File: src/rtl/rf_wr_arbiter.sv
`default_nettype none
// ============================================================================
// Module   : rf_wr_arbiter
// Purpose  : Register-file write-port arbiter. Pipeline writeback (A) has
//            priority over a FIFO of multi-cycle unit writes (B). Defining
//            ARB_STARVE_GUARD_EN adds a starvation guard that stalls A.
// Revision : 1.0  initial release
// ============================================================================
module rf_wr_arbiter #(
    parameter int DEPTH        = 4,
    parameter int STARVE_LIMIT = 7
) (
    input  logic        clk,
    input  logic        rst,
    input  logic        a_wr,
    input  logic [4:0]  a_rw,
    input  logic [31:0] a_busw,
    output logic        a_stall,
    input  logic        b_valid,
    output logic        b_ready,
    input  logic [4:0]  b_rw,
    input  logic [31:0] b_busw,
    output logic        reg_fileWr,
    output logic [4:0]  Rw,
    output logic [31:0] busW,
    output logic [31:0] b_pend
);

    localparam int                c_addr_w  = (DEPTH > 1) ? $clog2(DEPTH) : 1;
    localparam logic [c_addr_w:0] c_depth   = (c_addr_w + 1)'(DEPTH);
    localparam logic [c_addr_w:0] c_cnt_one = (c_addr_w + 1)'(1);
    localparam logic [c_addr_w-1:0] c_ptr_one = c_addr_w'(1);

    logic [4:0]          r_rw_mem   [DEPTH];
    logic [31:0]         r_data_mem [DEPTH];
    logic [c_addr_w-1:0] r_wp;
    logic [c_addr_w-1:0] r_rp;
    logic [c_addr_w:0]   r_count;

    logic w_empty;
    logic w_enq;
    logic w_grant_a;
    logic w_grant_b;

    assign w_empty   = (r_count == '0);
    assign b_ready   = (r_count < c_depth);
    // Writes to r0 complete the handshake but never occupy a slot.
    assign w_enq     = b_valid && b_ready && (b_rw != 5'd0);
    assign w_grant_a = a_wr && !a_stall;
    assign w_grant_b = !w_empty && !w_grant_a;

    always_comb begin
        reg_fileWr = 1'b0;
        Rw         = 5'd0;
        busW       = 32'd0;
        if (w_grant_a) begin
            reg_fileWr = 1'b1;
            Rw         = a_rw;
            busW       = a_busw;
        end else if (w_grant_b) begin
            reg_fileWr = 1'b1;
            Rw         = r_rw_mem[r_rp];
            busW       = r_data_mem[r_rp];
        end
    end

    always_ff @(posedge clk) begin
        if (rst) begin
            r_wp    <= '0;
            r_rp    <= '0;
            r_count <= '0;
        end else begin
            if (w_enq)
                r_wp <= r_wp + c_ptr_one;
            if (w_grant_b)
                r_rp <= r_rp + c_ptr_one;
            case ({w_enq, w_grant_b})
                2'b10:   r_count <= r_count + c_cnt_one;
                2'b01:   r_count <= r_count - c_cnt_one;
                default: r_count <= r_count;
            endcase
        end
    end

    // Storage is not reset; occupancy is tracked solely by r_count.
    always_ff @(posedge clk) begin
        if (w_enq) begin
            r_rw_mem[r_wp]   <= b_rw;
            r_data_mem[r_wp] <= b_busw;
        end
    end

    always_comb begin
        b_pend = 32'd0;
        for (int i = 0; i < DEPTH; i++) begin
            if ((c_addr_w + 1)'(i) < r_count)
                b_pend[r_rw_mem[r_rp + c_addr_w'(i)]] = 1'b1;
        end
    end

`ifdef ARB_STARVE_GUARD_EN
    localparam int                  c_starve_w   = $clog2(STARVE_LIMIT + 1);
    localparam logic [c_starve_w-1:0] c_starve_lim = c_starve_w'(STARVE_LIMIT);

    logic [c_starve_w-1:0] r_starve;
    logic                  w_force;

    assign w_force = !w_empty && (r_starve == c_starve_lim);
    assign a_stall = a_wr && w_force;

    always_ff @(posedge clk) begin
        if (rst || w_empty || w_grant_b)
            r_starve <= '0;
        else
            r_starve <= r_starve + c_starve_w'(1);
    end
`else
    logic w_unused_starve_limit;
    assign w_unused_starve_limit = (STARVE_LIMIT != 0);
    assign a_stall = 1'b0;
`endif

endmodule
`default_nettype wire

File: config.mk
export PLATFORM = sky130hd
export DESIGN_NAME = rf_wr_arbiter
export DESIGN_NICKNAME = d
export VERILOG_FILES = /design/src/rtl/rf_wr_arbiter.sv
export SDC_FILE = /design/constraint.sdc
export NUM_CORES = 1
export LEC_CHECK = 0
export BUFFER_PORTS_ARGS = -buffer_cell sky130_fd_sc_hd__buf_2
export CORE_UTILIZATION = 50
export DETAILED_ROUTE_END_ITERATION = 12
export PLACE_DENSITY_LB_ADDON = 0.3
export SLEW_MARGIN = 20
export SYNTH_ARGS = -nofsm -noshare
export SYNTH_HDL_FRONTEND = slang
export SYNTH_SLANG_ARGS = --single-unit
File: constraint.sdc
create_clock -name clk -period 2.62 [get_ports clk]
set_input_delay 0.524 -clock clk [delete_from_list [all_inputs] [get_ports clk]]
set_output_delay 0.524 -clock clk [all_outputs]
set_load 0.01 [all_outputs]
==> results of run 1 <==
## repair_timing
action	4_1_cts	5_1_grt
endpoints found under the setup margin	69	69
cloned	4	6
resized for setup	70	74
buffers inserted	31	42
pin swaps	52	45
## worst max path at each step
stage	slack, ps	start	cells after the start	to
floorplan	200	r_count[2]$_SDFFE_PP0P_	4	r_data_mem[0][0]$_DFFE_PP_
global placement	-110	r_rp[1]$_SDFFE_PP0P_	6	b_pend[21]
detailed placement	-150	r_rp[1]$_SDFFE_PP0P_	6	b_pend[21]
CTS	-330	r_rw_mem[3][1]$_DFFE_PP_	6	b_pend[21]
global route	-390	register	6	b_pend[28]
finish	-350	r_rw_mem[3][3]$_DFFE_PP_	6	b_pend[5]
## worst max-delay path: cells and delay by family (launching register included)
family | cells | cell delay (ps)
buffers and inverters | 2 | 350
DFF | 1 | 480
muxes | 1 | 630
and+or+nand+nor | 3 | 570
## layer usage
| metal | track usage [%] | routed length [um] | vias up |
|---|---|---|---|
| met5 | 0 | 8 | - |
| met4 | 12.4 | 888 | 2 |
| met3 | 5.00 | 1400 | 57 |
| met2 | 45.5 | 12400 | 313 |
| met1 | 33.7 | 9390 | 3126 |
| li1 | - | - | 2715 |
## registers in the layout, indices dropped and copies added (netlist names), named ones only
name / flops
r_count: 3
r_data_mem: 128
r_rp: 2
r_wp: 2
r_rw_mem: 20
## where the power goes
part	switching [uW]	internal [uW]	total (uW)
clock network	999	1510	2510
logic	2650	2570	5220
registers	190	3050	3240
total	3840	7140	11000
## cell families after synthesis
logic type | count (synthesis) | synth area share (%)
compound gates | 94 | 9.67
xor+xnor | 5 | 0.537
fa+ha+maj | 9 | 1.38
buf+inv | 45 | 3.22
flops | 157 | 56.7
mux | 61 | 16.1
other cells | 1 | 0.0460
simple gates | 154 | 12.3
## cells in the mapped netlist, drive strengths merged (6+ instances only)
cell type,instances
a22o,37
a22oi,18
a32oi,11
and2,10
buf,23
clkbuf,16
dfxtp,9
edfxtp,148
ha,9
mux4,55
nand2,25
nand3,29
nand4,11
nor2,21
nor2b,16
o211ai,6
o221ai,10
## through the flow
step	TNS (ps)	area (um^2)	hold slack [ps]	total power (uW)
after floorplan	0	8160	514	5710
after global placement	-375	9350	537	6860
after detailed placement	-538	9350	583	6920
after CTS	-8540	10600	302	10200
after global routing	-15190	11200	310	11400
final	-11570	11200	323	11000
## cell type report
cell class / instances / area [um^2] / share of cell area, %
Multi-Input combinational cell: 325 / 3620 / 32.3
Inverter: 6 / 22.5 / 0.201
Clock inverter: 15 / 186 / 1.66
Clock buffer: 17 / 425 / 3.80
Tap cell: 216 / 270 / 2.41
Timing Repair Buffer: 268 / 2040 / 18.2
Sequential cell: 157 / 4640 / 41.4
Antenna cell: 2 / 5.00 / 0.0447
==> run summary, run 1 <==
Post-Synthesis Cell Area -> 8160 um^2
Worst hold endpoint -> r_data_mem[1][19]$_DFFE_PP_
Clock root cell -> clkbuf_16
Full die area -> 16800 um^2
IO Count -> 150
Crit path capture type -> output port
Tcrit/Tclk final -> 113%
Crit path largest cell delay -> 630 ps
Die W -> 130 um
Static Leakage -> 0.00421 uW
Number of buffers created by CTS -> 17
Hold Buf Count CTS -> 0
Remaining Overflow, GRT -> 0
R2r worst-path depth -> 6
Max-slew violations -> 0
Setup crit start kind -> register
Top_reg_cell synth -> edfxtp_1
RR Endpoint -> r_count[2]$_SDFFE_PP0P_
Core area -> 15900 um^2
Final ANT Viol Nets -> 0
Flop-to-flop setup slack -> 540 ps
DR WL/cell -> 24.0 um
Growth of design area from synthesis to finish -> 37.3%
Worst-margin pin slew -> 614 ps
GRT Overall Usage -> 26.8%
Place WS -> -152 ps
Max frequency -> 337 MHz
Commonest non-fill, non-tap cell in the layout -> edfxtp_1
Count of clock tree sinks -> 157
Worst vdd ir -> 834 uV
CTS tree -> yes
Total Routed Length -> 24.1 mm
Fin. Hold Viols -> 0
Ratio of cells with drive above 1 in the final layout -> 56.3%
Vias -> 6213
Port bufs -> 148
EDFF count, synth -> 148
Type of the most critical hold path -> input port to register
Largest net degree at the start of global routing -> 40
Register area share after synthesis -> 56.7%
DR pass1 iterations -> 5
Critical path class -> register to output port
Residual DRC -> 0
Status -> finished, violations left
Initial drt markers -> 553
Ys async rst share -> 0%
Clock buffer depth -> 2
Vias per inst -> 6.18
FP Rows -> 46
RSZ-0062 raised after global routing -> yes
Final Critical Period -> 2970 ps
Number of cells produced by synthesis -> 526
Yosys cell types -> 63
Post-synth top area share -> 54.5%
First-pass GRT wire length -> 33.4 mm
Die extent in y -> 130 um
HPWL after detailed placement -> 14.6 mm
Htree depth -> 4
Setup violations, final -> 53
Final Non-Filler Cells -> 1006
Filler instances -> 1033
Critical path's slowest cell -> mux4_2
Max-capacitance violation count -> 0
Clk slew on worst S/H paths -> 60 ps
CP Max Fanout -> 6
Worst Skew -> 6.09 ps
Worst path cell trace -> mux4_2, nor4b_4, buf_4, nand2_1, nand4_1, buf_2
PnR worst setup slack -> -350 ps
Seq cells post-synth -> 157
Synth area leaders -> edfxtp_1 54%, mux4_2 14%, a22o_1 4.0%
Power Density -> 979 nW/um^2
Yosys top cell by area -> edfxtp_1
Data arrival, critical path -> 2450 ps
Mean Syn Cell Area -> 15.5 um^2
Min-delay src -> b_busw[19]
Slew HR -> 59.1%
Syn Nets -> 613
Starting density of the core -> 51.4%
Vias in the first global route -> 5987
Initial antenna violation count -> 2
Nets -> 862
Yosys warning total -> 0
GP Congestion -> 0.983
Post-Route Utilization -> 70.5%
Data required, critical path -> 2100 ps
Commonest cells after routing, fill and taps aside -> 148 x edfxtp_1, 146 x buf_2, 68 x buf_4
Failing checks -> setup timing
Clk Latency, worst-skew pair -> 410 ps
Worst r2r src -> r_count[2]$_SDFFE_PP0P_
Dpl cells -> 897
Hold Crit Depth -> 1
Note: power is estimated with default switching activity, not from simulation.
==> inputs of run 2 (changes only) <==
--- a/config.mk
+++ b/config.mk
@@ -8,7 +8,8 @@
 export BUFFER_PORTS_ARGS = -buffer_cell sky130_fd_sc_hd__buf_2
 export CORE_UTILIZATION = 50
 export DETAILED_ROUTE_END_ITERATION = 12
-export PLACE_DENSITY_LB_ADDON = 0.3
+export PLACE_DENSITY = 0.74
+export SETUP_SLACK_MARGIN = 0.05
 export SLEW_MARGIN = 20
 export SYNTH_ARGS = -nofsm -noshare
 export SYNTH_HDL_FRONTEND = slang
==> run summary, run 2 (synthesis gave the netlist of run 1 again) <==
Sequential share of power -> 31.0% (+1.4 points)
Die extent in y -> 130 um (unchanged)
Clk slew on worst S/H paths -> 70 ps (about the same)
Max frequency -> 334 MHz (-0.80%)
Combinational share of power -> 46.4% (-1.1 points)
DR pass1 iterations -> 5 (unchanged)
Port bufs -> 148 (unchanged)
GP Congestion -> 0.885 (-9.9%)
Clk Latency, worst-skew pair -> 420 ps (about the same)
Tcrit/Tclk final -> 114% (+0.91 points)
Switch share -> 36.5% (+1.6 points)
Critical path class -> register to output port
Min-delay src -> b_busw[19]
Commonest cells after routing, fill and taps aside -> 148 x buf_2, 148 x edfxtp_1, 73 x buf_4
Full die area -> 16800 um^2 (unchanged)
Area of the multi-input gates -> 3600 um^2 (-0.55%)
Filler instances -> 1118 (+8.2%)
Worst vdd ir -> 586 uV (-30%)
Worst r2r src -> r_count[0]$_SDFFE_PP0P_
Vias in the first global route -> 5973 (-0.23%)
IO Count -> 150 (unchanged)
Max reg flops -> 128 (unchanged)
Largest regs -> r_data_mem: 128 flops, r_rw_mem: 20 flops, r_count: 3 flops
Static Leakage -> 0.00405 uW (-3.8%)
Vias -> 6010 (-3.3%)
Clock share of power -> 22.6% (-0.3 points)
Vias per inst -> 6.08 (-1.5%)
CP Max Fanout -> 7 (+1)
Type of the most critical hold path -> input port to register
Residual DRC -> 0 (unchanged)
Core area -> 15900 um^2 (unchanged)
Remaining Overflow, GRT -> 0 (unchanged)
Total Routed Length -> 22.8 mm (-5.6%)
Growth of design area from synthesis to finish -> 32.8%
Final ANT Viol Nets -> 0 (unchanged)
GRT Overall Usage -> 27.1% (+0.21 points)
Final hold slack -> 310 ps (-13.7 ps)
Largest net degree at the start of global routing -> 40 (unchanged)
Max-slew violations -> 0 (unchanged)
Fin. Hold Viols -> 0 (unchanged)
FP Rows -> 46 (unchanged)
Htree depth -> 4 (unchanged)
Nets -> 845 (-2.0%)
Initial drt markers -> 406 (-27%)
Crit path capture type -> output port
Pwr Total -> 10300 uW (-5.8%)
Area of placed instances -> 9400 um^2 (+0.54%)
CTS tree -> yes
Ratio of cells with drive above 1 in the final layout -> 55.3% (-1.1 points)
RSZ-0062 raised after global routing -> yes
Starting density of the core -> 51.4% (unchanged)
First-pass GRT wire length -> 33.1 mm (-0.93%)
Worst Skew -> 8.60 ps (+2.51 ps)
PnR worst setup slack -> -374 ps (-23.9 ps)
Initial antenna violation count -> 2 (unchanged)
Final Critical Period -> 2990 ps (+23.9 ps)
Number of buffers created by CTS -> 17 (unchanged)
Status -> finished, violations left
Fin area -> 10800 um^2 (-3.3%)
FF+latch area -> 4630 um^2 (-0.22%)
Power Density -> 955 nW/um^2 (-2.5%)
Pint -> 6570 uW (-8.0%)
Data required, critical path -> 2100 ps (about the same)
Failing checks -> setup timing
Data arrival, critical path -> 2470 ps (+20 ps)
Setup crit start kind -> register
Count of clock tree sinks -> 157 (unchanged)
Clock buffer depth -> 2 (unchanged)
Die W -> 130 um (unchanged)
Most flop-heavy register -> r_data_mem
Sw power -> 3780 uW (-1.6%)
Clock root cell -> clkbuf_16
Max-capacitance violation count -> 0 (unchanged)
HPWL after detailed placement -> 15.0 mm (+2.5%)
DR WL/cell -> 23.1 um (-3.8%)
Setup violations, final -> 57 (+7.5%)
## run 2: final timing paths
check | to | slack [ps] | cells after the start
setup reg to reg | r_count[2]$_SDFFE_PP0P_ | 460 | 8
hold reg to reg | r_count[2]$_SDFFE_PP0P_ | 580 | 2
setup / recovery | b_pend[2] | -370 | 6
hold / removal | r_data_mem[1][19]$_DFFE_PP_ | 310 | 1
## run 2: final cells by class
cell class | instances | area share [%]
repair buffers | 251 | 16.1
flip-flops and latches | 157 | 42.8
clock inverters | 15 | 1.32
inverters | 6 | 0.208
clock buffers | 17 | 3.93
well taps | 216 | 2.49
diodes | 1 | 0.0231
multi-input cells | 325 | 33.2
## run 2: timing repair
action / 4_1_cts / 5_1_grt
hold endpoints to repair: 0 / 0
buffers inserted: 36 / 13
endpoints found under the setup margin: 64 / 69
pin swaps: 24 / 32
resized for setup: 52 / 54
gates cloned: 1 / 3
hold buffers: 0 / 0
## run 2: metrics by stage
| step | util [%] | instances | TNS [ps] | setup slack, ps |
|---|---|---|---|---|
| CTS | 65.8 | 971 | -12930 | -324 |
| floorplan | - | 526 | 0 | 199 |
| detailed placement | 59.2 | 902 | -702 | -76.6 |
| finish | 68.2 | 988 | -9470 | -374 |
| global route | 68.2 | 987 | -14010 | -423 |
| global placement | 59.2 | 902 | -122 | -81.5 |
## run 2: metal layers
| metal | GRT usage (%) | routed length, um | up-vias |
|---|---|---|---|
| li1 | - | - | 2673 |
| met1 | 33.9 | 9370 | 2978 |
| met2 | 45.5 | 11300 | 295 |
| met3 | 4.67 | 1250 | 62 |
| met4 | 14.0 | 892 | 2 |
| met5 | 0 | 13 | - |
## run 2: power groups by stage
| stage | clock network [uW] | logic, uW | registers, uW |
|---|---|---|---|
| floorplan | 0 | 2530 | 3170 |
| global placement | 0 | 3750 | 3210 |
| detailed placement | 0 | 3790 | 3240 |
| CTS | 2380 | 4290 | 3190 |
| global route | 2460 | 5050 | 3230 |
| finish | 2340 | 4800 | 3200 |
## run 2: critical path, cell delays in order (launching register included)
cell      delay, ps
dfxtp_4         420
mux4_2          640
buf_6           170
nor4b_4         390
a22oi_1         140
o221ai_1        110
buf_2           170
